==> src/rtl/micro_sequencer_pkg.sv <==
// Shared types, control-word layout and pack/unpack helpers for the micro-sequencer.
// The layout matches the 25-bit words stored in the microcode ROM, MSB first.
package micro_sequencer_pkg;

    localparam int unsigned CW_W    = 25;
    localparam int unsigned OPC_W   = 5;
    localparam int unsigned STEP_W  = 4;
    localparam int unsigned UADDR_W = OPC_W + STEP_W;

    // Bit positions inside the packed control word
    localparam int unsigned CW_ADDR_OP_LSB   = 22;
    localparam int unsigned CW_ALU_OP_LSB    = 18;
    localparam int unsigned CW_ALU_EN        = 17;
    localparam int unsigned CW_MEM_OP_LSB    = 14;
    localparam int unsigned CW_DATA_WORD_SEL = 13;
    localparam int unsigned CW_BUS_SEL       = 12;
    localparam int unsigned CW_RAX_LSB       = 10;
    localparam int unsigned CW_RBX_LSB       = 8;
    localparam int unsigned CW_RCX_LSB       = 6;
    localparam int unsigned CW_RDX_LSB       = 4;
    localparam int unsigned CW_RESET         = 3;
    localparam int unsigned CW_HALT          = 2;
    localparam int unsigned CW_CU_LOAD       = 1;
    localparam int unsigned CW_NEXT_INSTR    = 0;

    localparam logic [2:0] MEM_NOP   = 3'd0;
    localparam logic [2:0] MEM_READ  = 3'd1;
    localparam logic [2:0] MEM_WRITE = 3'd2;

    typedef enum logic [2:0] {
        StIssue,
        StLatch,
        StExec,
        StMemWait,
        StHalted
    } useq_state_e;

    typedef enum logic [2:0] {
        AddrNop     = 3'd0,
        AddrLoadPc  = 3'd1,
        AddrIncPc   = 3'd2,
        AddrLoadMar = 3'd3,
        AddrPcToMar = 3'd4,
        AddrRsv5    = 3'd5,
        AddrRsv6    = 3'd6,
        AddrRsv7    = 3'd7
    } address_reg_op_e;

    typedef struct packed {
        address_reg_op_e addr_op;
        logic [3:0]      alu_op;
        logic            alu_en;
        logic [2:0]      mem_op;
        logic            data_word_sel;
        logic            bus_sel;
        logic [1:0]      rax;
        logic [1:0]      rbx;
        logic [1:0]      rcx;
        logic [1:0]      rdx;
        logic            reset;
        logic            halt;
        logic            cu_load;
        logic            next_instr;
    } control_word_t;

    function automatic control_word_t cw_unpack(input logic [CW_W-1:0] v);
        control_word_t c;
        c.addr_op       = address_reg_op_e'(v[CW_ADDR_OP_LSB +: 3]);
        c.alu_op        = v[CW_ALU_OP_LSB +: 4];
        c.alu_en        = v[CW_ALU_EN];
        c.mem_op        = v[CW_MEM_OP_LSB +: 3];
        c.data_word_sel = v[CW_DATA_WORD_SEL];
        c.bus_sel       = v[CW_BUS_SEL];
        c.rax           = v[CW_RAX_LSB +: 2];
        c.rbx           = v[CW_RBX_LSB +: 2];
        c.rcx           = v[CW_RCX_LSB +: 2];
        c.rdx           = v[CW_RDX_LSB +: 2];
        c.reset         = v[CW_RESET];
        c.halt          = v[CW_HALT];
        c.cu_load       = v[CW_CU_LOAD];
        c.next_instr    = v[CW_NEXT_INSTR];
        return c;
    endfunction

    function automatic logic [CW_W-1:0] cw_pack(input control_word_t c);
        logic [CW_W-1:0] v;
        v                          = '0;
        v[CW_ADDR_OP_LSB +: 3]     = c.addr_op;
        v[CW_ALU_OP_LSB +: 4]      = c.alu_op;
        v[CW_ALU_EN]               = c.alu_en;
        v[CW_MEM_OP_LSB +: 3]      = c.mem_op;
        v[CW_DATA_WORD_SEL]        = c.data_word_sel;
        v[CW_BUS_SEL]              = c.bus_sel;
        v[CW_RAX_LSB +: 2]         = c.rax;
        v[CW_RBX_LSB +: 2]         = c.rbx;
        v[CW_RCX_LSB +: 2]         = c.rcx;
        v[CW_RDX_LSB +: 2]         = c.rdx;
        v[CW_RESET]                = c.reset;
        v[CW_HALT]                 = c.halt;
        v[CW_CU_LOAD]              = c.cu_load;
        v[CW_NEXT_INSTR]           = c.next_instr;
        return v;
    endfunction

    function automatic logic mem_op_is_access(input logic [2:0] op);
        return (op == MEM_READ) || (op == MEM_WRITE);
    endfunction

    function automatic logic mem_op_is_valid(input logic [2:0] op);
        return (op == MEM_NOP) || mem_op_is_access(op);
    endfunction

endpackage

==> src/rtl/micro_sequencer.sv <==
// Microcoded control unit: walks per-opcode routines in a synchronous ROM and commits one
// registered control word per micro-step, stalling on the memory handshake.
module micro_sequencer
    import micro_sequencer_pkg::*;
(
    input  logic               clk,
    input  logic               rst,
    output logic [UADDR_W-1:0] uaddr_o,
    output logic               rom_en_o,
    input  logic [CW_W-1:0]    rom_data_i,
    input  logic [7:0]         ir_data_i,
    output logic               mem_req_o,
    input  logic               mem_ready_i,
    output logic [CW_W-1:0]    cw_o,
    output logic               cw_valid_o,
    output logic               halted_o,
    output logic               uerr_o
);

    localparam logic [STEP_W-1:0] STEP_MAX = '1;

    useq_state_e       state_q, state_d;
    logic [OPC_W-1:0]  opcode_q, opcode_d;
    logic [OPC_W-1:0]  opcode_pend_q, opcode_pend_d;
    logic [STEP_W-1:0] step_q, step_d;
    control_word_t     cw_q, cw_d;
    logic              uerr_q, uerr_d;

    logic              mem_access;
    logic              commit;
    logic [OPC_W-1:0]  ir_opcode;
    logic [OPC_W-1:0]  opcode_src;
    logic              unused_ir;

    assign ir_opcode  = ir_data_i[OPC_W-1:0];
    assign unused_ir  = ^ir_data_i[7:OPC_W];
    assign mem_access = mem_op_is_access(cw_q.mem_op);
    // Same-cycle cu_load bypasses opcode_pend so a fetch routine can load and jump at once.
    assign opcode_src = cw_q.cu_load ? ir_opcode : opcode_pend_q;

    always_comb begin
        commit = 1'b0;
        if (state_q == StExec) begin
            commit = !mem_access || mem_ready_i;
        end else if (state_q == StMemWait) begin
            commit = mem_ready_i;
        end
    end

    always_comb begin
        state_d       = state_q;
        opcode_d      = opcode_q;
        opcode_pend_d = opcode_pend_q;
        step_d        = step_q;
        cw_d          = cw_q;
        uerr_d        = uerr_q;

        unique case (state_q)
            StIssue: begin
                state_d = StLatch;
            end
            StLatch: begin
                cw_d    = cw_unpack(rom_data_i);
                state_d = StExec;
            end
            StExec, StMemWait: begin
                if (commit) begin
                    state_d = StIssue;
                    if (!mem_op_is_valid(cw_q.mem_op)) begin
                        uerr_d = 1'b1;
                    end
                    if (cw_q.reset) begin
                        opcode_d      = '0;
                        opcode_pend_d = '0;
                        step_d        = '0;
                        uerr_d        = 1'b0;
                    end else if (cw_q.halt) begin
                        state_d = StHalted;
                        cw_d    = '0;
                    end else begin
                        if (cw_q.cu_load) begin
                            opcode_pend_d = ir_opcode;
                        end
                        if (cw_q.next_instr) begin
                            step_d   = '0;
                            opcode_d = (opcode_q == '0) ? opcode_src : '0;
                        end else if (step_q == STEP_MAX) begin
                            // Routine ran off the end of its slot: flag it and refetch.
                            uerr_d   = 1'b1;
                            step_d   = '0;
                            opcode_d = '0;
                        end else begin
                            step_d = step_q + STEP_W'(1);
                        end
                    end
                end else begin
                    state_d = StMemWait;
                end
            end
            StHalted: begin
                state_d = StHalted;
            end
            default: begin
                state_d = StIssue;
            end
        endcase
    end

    always_ff @(posedge clk or posedge rst) begin
        if (rst) begin
            state_q       <= StIssue;
            opcode_q      <= '0;
            opcode_pend_q <= '0;
            step_q        <= '0;
            cw_q          <= '0;
            uerr_q        <= 1'b0;
        end else begin
            state_q       <= state_d;
            opcode_q      <= opcode_d;
            opcode_pend_q <= opcode_pend_d;
            step_q        <= step_d;
            cw_q          <= cw_d;
            uerr_q        <= uerr_d;
        end
    end

    // rst gates rom_en_o so the reset state (ISSUE) does not fire a ROM read.
    assign rom_en_o   = (state_q == StIssue) && !rst;
    assign mem_req_o  = ((state_q == StExec) && mem_access) || (state_q == StMemWait);
    assign uaddr_o    = {opcode_q, step_q};
    assign cw_o       = cw_pack(cw_q);
    assign cw_valid_o = commit;
    assign halted_o   = (state_q == StHalted);
    assign uerr_o     = uerr_q;

endmodule

==> config.mk <==
export PLATFORM = sky130hd
export DESIGN_NAME = micro_sequencer
export DESIGN_NICKNAME = d
export VERILOG_FILES = /design/src/rtl/micro_sequencer_pkg.sv /design/src/rtl/micro_sequencer.sv
export SDC_FILE = /design/constraint.sdc
export NUM_CORES = 1
export LEC_CHECK = 0
export CAP_MARGIN = 10
export CORE_ASPECT_RATIO = 1.1
export CORE_UTILIZATION = 46
export CTS_CLUSTER_DIAMETER = 40
export DETAILED_ROUTE_END_ITERATION = 10
export PLACE_DENSITY = 0.93
export SYNTH_ARGS = -nofsm -noshare
export SYNTH_HDL_FRONTEND = slang
export SYNTH_SLANG_ARGS = --single-unit
==> constraint.sdc <==
create_clock -name clk -period 4.2 [get_ports clk]
set_clock_uncertainty 0.1 [all_clocks]
set_input_delay 0.84 -clock clk [delete_from_list [all_inputs] [get_ports clk]]
set_output_delay 0.84 -clock clk [all_outputs]
set_load 0.02 [all_outputs]
# Word level (Yosys, flattened, before mapping)
# Index checks and enable logic that the tools add are counted.
[classes]
n_addsub = 1
n_eq_ne = 11
muxes = 27
n_reduce_logical = 20
[op_table]
columns = ["op", "count"]
rows = [
  ["$mux 25", 3],
  ["$pmux 25 s2", 1],
  ["$mux 5", 8],
  ["$mux 4", 4],
  ["$pmux 3 s4", 1],
  ["$eq 3x2->1 const B", 3],
  ["$mux 3", 3],
  ["$reduce_and 4->1", 2],
  ["$mux 1", 7],
  ["$eq 3x1->1 const B", 2],
  ["$logic_not 3->1", 2],
  ["$ne 2x2->1 const B", 3],
  ["$reduce_and 3->1", 2],
  ["$logic_not 5->1", 1],
  ["$add 4x1->4 const B", 1],
  ["$eq 4x4->1 const B", 1],
  ["$logic_or 1x1->1", 4],
  ["$reduce_and 2->1", 2],
  ["$eq 3x3->1 const B", 1],
  ["$reduce_bool 3->1", 1],
  ["$logic_and 1x1->1", 2],
  ["$logic_not 1->1", 2],
  ["$ne 2x1->1 const B", 1],
  ["$reduce_bool 2->1", 1],
  ["$reduce_or 2->1", 1],
]
[totals]
register_bits = 43
in_bits = 36
output_inout_bits = 39
wordCells = 78

# Depth between registers and ports, before layout
# Gate-level depths: netlist of run 1.
[depth]
ltp_word = 8
ltp_mapped = 6
ltp_nobuf = 5

# Least setup slack after synthesis of run 1
# OpenSTA, ideal clock, no wires.
[synth_timing]
kind = "input to output"
from = "input rst"
to = "output rom_en_o"
arrival_time_ps = 1467
path_slack_ps = 1793
stages = 1
cell_sequence = "nor4_1"
[synth_between]
elab_chain_len = 2
[synth_rtl]
columns = ["element", "line", "rtl"]
rows = [
  ["start, declared", "micro_sequencer.sv:7", "input logic rst,"],
  ["$logic_not 1->1", "micro_sequencer.sv:128", "assign rom_en_o = (state_q == StIssue) && !rst;"],
  ["$logic_and 1x1->1", "micro_sequencer.sv:128", ""],
  ["end, declared", "micro_sequencer.sv:9", "output logic rom_en_o,"],
]
# No other way between the ends.

# Final worst setup path of run 1
[layout_timing]
from = "input mem_ready_i"
to = "output cw_valid_o"
[layout_between]
elab_chain_len = 2
elab_cells_between_ends = 3
classes_between = "mux (2); reduce/logical (1)"
[layout_rtl]
columns = ["element", "line", "rtl"]
rows = [
  ["start, declared", "micro_sequencer.sv:13", "input logic mem_ready_i,"],
  ["$mux 1 or $logic_or 1x1->1 (tied branches)", "micro_sequencer.sv:45, micro_sequencer.sv:44", ""],
  ["$mux 1 (*)", "micro_sequencer.sv:43", "if (state_q == StExec) begin"],
  ["end, declared", "micro_sequencer.sv:15", "output logic cw_valid_o,"],
]
# Every way passes the cells marked *; elsewhere a longest branch is shown, timed or not.

==> run summary, run 1 <==
The number of buffers added to fix hold violations after cts is 0, and the number of buffer and inverter stages on the critical path is 3. Relative to the synthesized area, the layout overhead comes to 44.2%. Counting instances in the post-synthesis netlist gives the leading cell types as dfrtp_1 (43), a22o_1 (29), nor2_1 (8), o21ai_0 (7). The logs give 0.29 ns for the clock latency of the later-clocked register in the worst-skew pair and 1870 µm² for the netlist area before placement. The run gives 0 as the final-report setup violation count.

The tools report the clock root buffer as clkbuf_8. The die covers 4320 µm². The final cycle utilization of the critical path was 0.821.

The most numerous cell type found on the critical path is clkdlybuf4s50_1. The combinational fraction of design power was 0.518; the total half-perimeter wirelength after legalization and detailed placement was 2.98 mm. The floorplan has 23 rows. During synthesis, Yosys emitted a total of 0 warnings. The tools report the fmax as 290 MHz.

The distinct cell type count after synthesis was 34. Tracing the worst setup path back leads to its startpoint at mem_ready_i. For the pin with the worst max-slew slack, the measured transition is 1.15 ns. The tools report the I/O pin count as 75. Walking the worst path, the cells encountered are clkdlybuf4s50_1 -> nand2b_1 -> o311ai_4 -> inv_4 -> clkdlybuf4s50_1. The total global routing track utilization is 0.205, and the wire length of the first global-routing pass is 6.57 mm. The switching power share of the total is 0.402.

Synthesis handed over a netlist of 149 instances. The run gives 4.17 mm as the final wirelength. Data on the critical path arrives at its endpoint at 2.51 ns. The kind of critical path was in2out. STA classifies the critical path startpoint as an input pin. The number of global-route vias before repair is 1,410. The fraction of synthesis flops using an asynchronous set or reset pin came out at 1.00.

The run gives 0.397 ns as the worst hold slack after final layout. The cell at the slowest stage of the critical path is clkdlybuf4s50_1. Among cell families on the critical path, the largest total delay comes from buffers and inverters. The area share of the leading cell type in the synthesized netlist is 0.576. The number of enable-type register cells in the synthesized netlist was 0; the longest individual stage delay on the worst path was 0.62 ns.

TritonCTS built the clock tree. In the routed layout, each cell is associated on average with a via count of 5.48. The largest driver fanout on the critical path came out at 10.

The number of antenna violations at the first check in global routing is 0. Ranked by total cell area, the synthesized netlist is headed by dfrtp_1 (58%), a22o_1 (14%), mux2_2 (3.0%), mux2i_1 (2.7%), o21ai_0 (1.9%). The average instance in the mapped netlist occupies 12.5 µm². The violation count after the first detailed-routing iteration was 72.

Number of buffers inserted during clock tree synthesis: 5. The tools report the pin count of the biggest net entering global routing as 33. The worst setup path is captured at an output pin. For flop-to-flop paths, the worst setup slack is 1.88 ns. The number of nets in the synthesized netlist is 186. For the net switching power, the log shows 826 µW.

The longest clock path from root to sink contains 2 buffers. The logs give 0.229 for the normalized max-slew margin and 0.361 for the sequential share of power. The logs give 0 for the max-capacitance violation count and 0.576 for the part of the Yosys area used for sequential elements. The overall overflow remaining after global route is 0, and the static power due to leakage is 0.00117 µW.

Setup repair after global routing left no endpoint under its margin. The completed layout was analyzed and its total power is 2060 µW. The routed layout has 1,490 vias.

The initial core utilization was 0.495. The worst register-to-register path begins at state_q[0]. The share of layout cells above drive strength 1 was 0.0856; the number of nets with antenna violations after detailed routing was 0. The flip-flop cell with the highest count after synthesis was dfrtp_1.

The floorplan die height was 68.8 µm; the aggregate negative setup slack was 0 ns. The path class of the lowest-slack min-delay path was reg2reg. The worst register-to-register path has a depth of 3. dfrtp_1 is the most common cell in the netlist. Count of nets after finishing: 258. In the final routed layout, each cell accounts on average for 15.3 µm. The critical path capture point is cw_valid_o. Relative contribution of the clock network to total power: 0.121.

In this run the critical register-to-register path is captured at cw_o[3]. The floorplan die width was 62.7 µm. The critical path crosses 5 cells after its start point. For the worst setup path, the data required time is 3.26 ns. IR analysis of the VDD net gives a maximum drop of 0.404 mV. Number of pins with negative max-slew slack in the final report: 0.

The repair_antennas step left the layout with diodes totalling 0. The post-cts gate resize count came out at 0. In this run the standard cell core region covers 3770 µm². The number of hold-slack violations in the final timing report is 0. The run finished with clean final reports.

Setup slack on the critical path of the routed design comes to 0.753 ns. Counting flops and latches in the post-synthesis netlist gives 43. The placer congestion estimate is 0.806, and the power density relative to cell area is 763 nW/µm². Buffers placed on the I/O ports in this run total 71. The number of buffers inserted by post-CTS setup repair is 0. Counting every sink on the clock net gives 43. The shortest period the worst path allows was 3.45 ns.

The clock transition at the registers of the reported paths works out to 0.07 ns. The maximum level of the CTS H-tree came out at 2. The first detailed-routing pass ran for 4 iterations. The logs give 0 for the residual DRC count and 0.754 ns for the setup slack after placement. The tools report the cell-internal power as 1230 µW.

Cell type with the highest aggregate area in the netlist: dfrtp_1.
## worst min path at each step
stage                           from               end  depth (start not counted)
CTS                 opcode_pend_q[0]  opcode_pend_q[0]                          1
floorplan           opcode_pend_q[0]  opcode_pend_q[0]                          1
global route        opcode_pend_q[2]  opcode_pend_q[2]                          1
global placement    opcode_pend_q[0]  opcode_pend_q[0]                          1
detailed placement           cw_o[4]           cw_o[4]                          1
finish              opcode_pend_q[0]  opcode_pend_q[0]                          1
## power groups by stage
stage | Clock (µW) | Sequential [µW] | Combinational, µW
3_5_place_dp | 0 | 742 | 1070
2_1_floorplan | 0 | 871 | 523
3_3_place_gp | 0 | 741 | 1050
5_1_grt | 281 | 767 | 1150
6_report | 249 | 742 | 1060
4_1_cts | 258 | 740 | 1080
## stage by stage
step | utilization | instance area (µm²) | cells
after detailed placement | 0.692 | 2610 | 264
after floorplan | - | 1870 | 149
final | 0.714 | 2690 | 272
after global placement | 0.692 | 2610 | 264
after global routing | 0.714 | 2690 | 272
after CTS | 0.714 | 2690 | 272
## sequential cells by signal (all words and copies together), names as in the netlist
signal and cells:
opcode_q 5, state_q 3, opcode_pend_q 5, step_q 4, uerr_o 1, cw_o 25
## routing by layer
layer	global-route usage	part of all wire	vias up
met5	0	0	-
met4	0.0756	0.0084	0
met3	0.0658	0.036	2
met2	0.355	0.52	38
met1	0.241	0.44	749
li1	-	-	701
## logic make-up after synthesis
| family | synth area share |
|---|---|
| mux | 0.0630 |
| simple gates | 0.0818 |
| fa+ha+maj | 0.00670 |
| flops | 0.576 |
| xor+xnor | 0.00469 |
| compound gates | 0.230 |
| buf+inv | 0.0375 |
## area by class of cell
class	instances	area (µm²)
Fill cell	267	1080
Sequential cell	43	1080
Multi-Input combinational cell	94	726
Timing Repair Buffer	73	726
Clock buffer	6	72.6
Tap cell	50	62.6
Inverter	4	17.5
Clock inverter	2	12.5
## placed cells by master, fill, tap and decap left out, types with 2 or more instances in the layout
master	count
nor3_1	2
nand3_1	3
nand2_1	3
and2_1	2
o21ai_0	7
inv_1	2
mux2_2	5
nor4_1	3
mux2i_1	5
a21oi_1	4
dfrtp_1	43
buf_4	2
nand3b_1	2
a21o_1	2
nor2_1	8
o31ai_1	4
clkbuf_8	5
a22o_1	29
nand2b_1	3
clkdlybuf4s50_1	71
Note: power is estimated with default switching activity, not from simulation.
==> run 2: changes to the inputs <==
CORE_UTILIZATION = 39   (was 46)
PLACE_DENSITY = 0.85   (was 0.93)
clock period = 2.9 ns   (was 4.2 ns; I/O delays follow)
==> run 2 against run 1 <==
Non-clock buffer count is 2 higher. Setup slack got worse by 0.62 ns. Worst hold slack improved by 0.0052 ns. Core utilization fell by 13 points. Count of clock-buffer cells in the layout unchanged. Critical path type unchanged.
==> run summary, run 2 (synthesis results as in run 1) <==
Measured along the x axis, the die boundary spans 68.0 µm. The residual DRC count was 0. In the final design database the tool counted 260 nets.

Dividing the detail-routed wire length by the instance count gives 15.1 µm. The floorplan step set the die height to 74.6 µm. The run gives 30 as the pin count of the biggest net entering global routing. For the number of buffers inserted during clock tree synthesis, the log shows 5.

The number of fillers in the final layout came out at 389. The initial core utilization was 0.404. Normalized max-slew margin: 0.412.

Post-CTS repair changed the size of 0 cells. For the number of antenna violations at the first check in global routing, the log shows 0. The worst setup path is launched from an input pin.

Sink count of the clock tree: 43. The run finished with clean final reports. The aggregate negative setup slack is 0 ns, and the instance area at placement is 2630 µm². The tools report the number of global-route vias before repair as 1,439.

The longest clock path from root to sink contains 2 buffers. The tools report the clock root buffer as clkbuf_8. Violation count after the first detailed-routing iteration: 100.

Clock-pin slew was measured on the worst setup and hold paths at 0.08 ns. After clock tree synthesis, the setup repair step added 0 buffers. The tools report the fmax as 362 MHz. The worst setup path is of the in2out kind.

The startpoint identified for the worst hold timing path is cw_o[4]. Setup repair after global routing left no endpoint under its margin. The placer congestion estimate is 0.794, and the largest driver fanout on the critical path is 3. The core region is 4620 µm².

For the sequential share of power, the log shows 0.360. At the pin with the least slew margin, the transition time is 0.876 ns. The finished cells cover 2720 µm².

Port buffering added 71 buffers. The number of pins with negative max-slew slack in the final report was 0; the net switching power was 1210 µW. The switching power share of the total is 0.402.

Antenna diode instance count: 0. Number of hold-slack violations in the final timing report: 0. The first global-routing pass estimated 6.75 mm of wire. The worst-case IR drop observed on VDD is 0.534 mV. The final wirelength is 4.23 mm. The shortest period the worst path allows is 2.76 ns, and the total vias in the final route is 1,498. TritonCTS built the clock tree. STA classifies the critical path endpoint as an output pin. The final cycle utilization of the critical path works out to 0.953. In this run the power density over the cells is 1110 nW/µm².

The run gives 0.588 as the post-layout utilization of the core. In the layout the commonest cells are clkdlybuf4s50_1 (71), dfrtp_1 (43), a22o_1 (29). Overall die area: 5070 µm². The analysis attributes to cell leakage a power of 0.00118 µW.

The endpoint required time on the critical path was 2.22 ns. Hold repair after CTS inserted 0 buffers. The floorplan has 26 rows. For this run the aggregate overflow at the end of global routing stands at 0.

The detailed-routing iteration count for the pre-antenna-repair pass was 4; the total half-perimeter wirelength after legalization and detailed placement was 3.02 mm. In this run the critical register-to-register path is launched from cw_o[15]. The share of layout cells above drive strength 1 is 0.0938.

The synthesis-to-finish area growth is 45.4%. In this run the remaining antenna-violating nets after routing total 0. The total global routing track utilization is 0.184, and the relative contribution of the clock network to total power is 0.124. The combinational fraction of design power was 0.516; the cell-internal power was 1790 µW.

Tracing the worst setup path back leads to its startpoint at mem_ready_i. STA puts the critical path data arrival time at 2.08 ns. For the worst-skew pair, the clock arrives at the later sink with an insertion delay of 0.29 ns. The I/O pin count was 75; the flip-flop count of the largest register after layout was 25. The final-report setup violation count came out at 0. Leading cell type in the layout, fill and taps excluded: clkdlybuf4s50_1. The tool flagged a number of max-cap violations equal to 0. The tightest min-delay check is of the reg2reg type. Dividing the detail-routed via count by the number of cells gives 5.35.

The tools report the worst hold slack after final layout as 0.402 ns. CTS built an H-tree with a depth of 2.
run 2: changes by cell type in the layout (fill, tap and decap cells not counted), sizes merged:
cell	previous run	this run
buf	2	4
run 2: final timing paths:
check | endpoint | slack, ns | cells past startpoint
worst max-delay path | cw_valid_o | 0.14 | 5
min in group asynchronous | cw_o[2] | 0.59 | 2
worst max register to register | cw_o[13] | 0.87 | 6
max in group asynchronous | cw_o[1] | 1.42 | 3
worst min-delay path | cw_o[4] | 0.40 | 1
worst min register to register | cw_o[4] | 0.40 | 1
run 2: through the flow:
| stage | std cells | total power [µW] | setup WS (ns) |
|---|---|---|---|
| 2_1_floorplan | 149 | 2020 | 0.993 |
| 3_3_place_gp | 272 | 2610 | 0.137 |
| 3_5_place_dp | 272 | 2650 | 0.129 |
| 4_1_cts | 280 | 3030 | 0.128 |
| 5_1_grt | 280 | 3190 | 0.0974 |
| 6_report | 280 | 3000 | 0.138 |
run 2: power by group through the flow:
stage / combinational, µW / sequential (µW) / clock, µW
floorplan: 757 / 1260 / 0
finish: 1550 / 1080 / 371
detailed placement: 1570 / 1080 / 0
CTS: 1570 / 1080 / 381
global route: 1670 / 1120 / 406
global placement: 1530 / 1080 / 0
run 2: area by class of cell:
type / count / area, µm² / area share
Timing Repair Buffer: 75 / 741 / 0.273
Inverter: 4 / 17.5 / 0.00645
Tap cell: 56 / 70.1 / 0.0258
Sequential cell: 43 / 1080 / 0.396
Clock inverter: 2 / 12.5 / 0.00461
Multi-Input combinational cell: 94 / 726 / 0.267
Clock buffer: 6 / 72.6 / 0.0267
run 2: per-layer routing:
layer,part of all wire,wire [µm],GRT usage
met5,0,0,0
met4,0.024,103,0.0833
met3,0.052,218,0.0491
met2,0.50,2130,0.293
met1,0.42,1780,0.233
run 2: worst max-delay path: stages:
cell and delay [ns]:
clkdlybuf4s50_1 0.54, nand2b_1 0.17, o311ai_4 0.12, inv_4 0.07
clkdlybuf4s50_1 0.59
==> run 3: changes to the inputs <==
CORE_MARGIN = 10   (was not set)
CTS_CLUSTER_SIZE = 8   (was not set)
REMOVE_ABC_BUFFERS = 1   (was not set)
==> run 3 against run 2 <==
Non-clock buffer count rose by 3. Routed wire length rose by 14%. Via count rose by 1.8%. First-iteration DRC count fell by 62%. Worst hold slack got worse by 0.0071 ns. Clock power rose by 28%. Sequential power barely moved. Cell count rose by 1.1%. Combinational power rose by 5%. Count of clock-buffer cells in the layout did not move. Flip-flop and latch count did not move. Critical path type unchanged. Highest routed layer unchanged.
==> run summary, run 3 (synthesis results as in run 1) <==
The tools report the reg-to-reg endpoint as opcode_pend_q[1]. The tree is rooted in a clkbuf_8. Compared with the post-synthesis result, the final layout area differs by 48.4%. The worst setup path is launched from an input pin. The logs give 0 for the number of hold-slack violations in the final timing report and 0.136 ns for the worst-case setup margin in the final layout. The tools report the capture endpoint of the worst hold path as opcode_pend_q[0]. The antenna diode instance count was 0; the floorplan die height was 92.6 µm. Port buffering added 71 buffers. For the total global routing track utilization, the log shows 0.122.

Final hold analysis gives a worst-case slack of 0.395 ns. The number of cells traversed by the worst hold path was 1; the pin count of the biggest net entering global routing was 30. In this run the static leakage power is 0.00122 µW.

Dividing the detail-routed wire length by the instance count gives 17.1 µm. In this run the most critical hold path is launched from opcode_pend_q[0]. The final cycle utilization of the critical path is 0.953, and the routed length on met1 is 1.94 mm.

For the sink count of the clock tree, the log shows 43. For the number of pins with negative max-slew slack in the final report, the log shows 0. Cell at the slowest stage of the critical path: clkdlybuf4s50_1. The number of buffers inserted by post-CTS setup repair was 0.

Measured in cells, the most critical reg-to-reg path has a length of 6. Number of antenna violations at the first check in global routing: 0. The count of nets left with antenna violations once routing finished came out at 0. The violation count after the first detailed-routing iteration was 38; the placer congestion estimate was 0.797. On the worst path, the slowest cell contributes a delay of 0.60 ns. After clock tree synthesis, the flow added hold-fix buffers numbering 0.

From left edge to right edge, the die measures 86.0 µm. The critical path goes through clkdlybuf4s50_1 -> nand2b_1 -> o311ai_4 -> inv_4 -> clkdlybuf4s50_1. The floorplan step defined a die boundary enclosing 7960 µm².

The highest metal layer carrying signal wires in the routed design is met4. Data on the critical path is required at its endpoint by 2.22 ns. The kind of critical path is in2out. The final layout contains routed wiring with a total length of 4.84 mm.

The tool flagged a number of max-cap violations equal to 0. In the layout the commonest cells are clkdlybuf4s50_1 (71), dfrtp_1 (43), a22o_1 (29). The run gives 1,701 as the number of global-route vias before repair. The pre-antenna-repair detailed-routing pass consisted of 4 iterations. The first global-routing pass estimated 8.08 mm of wire. Count of nets after finishing: 263. TritonCTS built the clock tree.

The cell repeated most along the worst path is clkdlybuf4s50_1. After clock tree synthesis, the clock-pin slew on the worst setup and hold paths is 0.08 ns. The share of layout cells above drive strength 1 was 0.110. The run finished with clean final reports. The region available for standard cell placement spans 4650 µm². Path class of the lowest-slack min-delay path: reg2reg. For the cell row count, the log shows 26. The final-report setup violation count was 0; the total vias in the final route was 1,525. The flip-flop count of the largest register after layout is 25. The logs give 0 for the post-cts gate resize count and 362 MHz for the fmax. Leading cell type in the layout, fill and taps excluded: clkdlybuf4s50_1. For this run, design rule violations remaining after detail routing come to 0.

For the clock latency of the later-clocked register in the worst-skew pair, the log shows 0.29 ns. At the pin with the least slew margin, the transition time is 0.501 ns. I/O pin count: 75. For the routed length on met3, the log shows 477 µm.

Setup slack on the worst reg-to-reg path comes out at 0.98 ns. The shortest period the worst path allows was 2.76 ns. Setup repair after global routing left no endpoint under its margin. Data arrives at the worst endpoint at 2.08 ns.

For the instance area at placement, the log shows 2650 µm². The overall overflow remaining after global route is 0, and the total half-perimeter wirelength after legalization and detailed placement is 3.63 mm. The worst register-to-register path begins at cw_o[15]. The setup slack after placement was 0.119 ns.

The power density relative to cell area is 1140 nW/µm². The initial core utilization came out at 0.401. The run gives 2770 µm² as the post-layout instance area. Fill cells in the final layout number 398. Clock tree synthesis inserted a total of 5 buffers. Maximum level of the CTS H-tree: 2.

The longest clock path from root to sink contains 2 buffers. The worst IR drop on VDD is 0.572 mV, and the post-layout utilization of the core is 0.595. The logs give 0.664 for the normalized max-slew margin and 3150 µW for the total chip power.

Detailed routing placed a total of 2.41 mm of wire on met2. The largest driver fanout on the critical path works out to 3. The average via count per standard cell came out at 5.39.

The capturing element type of the critical path was an output pin.
-- run 3: cell count changes in the layout (fill, tap and decap cells not counted) --
| cell | delta |
|---|---|
| buf_4 | +3 |
| clkbuf_8 | +1 |
| clkinvlp_4 | -1 |
| bufinv_16 | +1 |
| clkbuf_1 | -1 |
-- run 3: worst max path at each step --
stage               slack, ns        start         end
finish                   0.14  mem_ready_i  cw_valid_o
global route             0.08  mem_ready_i  cw_valid_o
CTS                      0.12  mem_ready_i  cw_valid_o
detailed placement       0.12  mem_ready_i  cw_valid_o
global placement         0.14  mem_ready_i  cw_valid_o
floorplan               -0.12   state_q[1]     cw_o[0]
-- run 3: cell type report --
type / instances / area [µm²] / area share
Timing Repair Buffer: 78 / 763 / 0.276
Clock inverter: 2 / 35.0 / 0.0126
Multi-Input combinational cell: 94 / 726 / 0.262
Clock buffer: 6 / 82.6 / 0.0298
Inverter: 4 / 17.5 / 0.00632
Sequential cell: 43 / 1080 / 0.388
Tap cell: 56 / 70.1 / 0.0253
-- run 3: critical path, delay by kind of cell --
family                 cells  cell delay, ns
AO/OA/AOI/OAI              1            0.13
AND/OR/NAND/NOR            1            0.17
buffers and inverters      3            1.21
-- run 3: stage by stage --
step | cells | setup TNS [ns]
2_1_floorplan | 141 | -2.61
4_1_cts | 283 | 0
5_1_grt | 283 | 0
3_5_place_dp | 275 | 0
3_3_place_gp | 275 | 0
6_report | 283 | 0
-- run 3: power breakdown --
part	leakage (µW)	switching (µW)	total [µW]	internal, µW
Sequential	0.000555	211	1050	841
Combinational	0.000601	813	1620	807
Clock	0.0000612	196	474	279
Total	0.00122	1220	3150	1930
-- run 3: routing by layer --
layer | GRT usage | vias to the layer above
met5 | 0 | -
met2 | 0.205 | 49
li1 | - | 713
met1 | 0.134 | 761
met4 | 0.0206 | 0
met3 | 0.0657 | 2
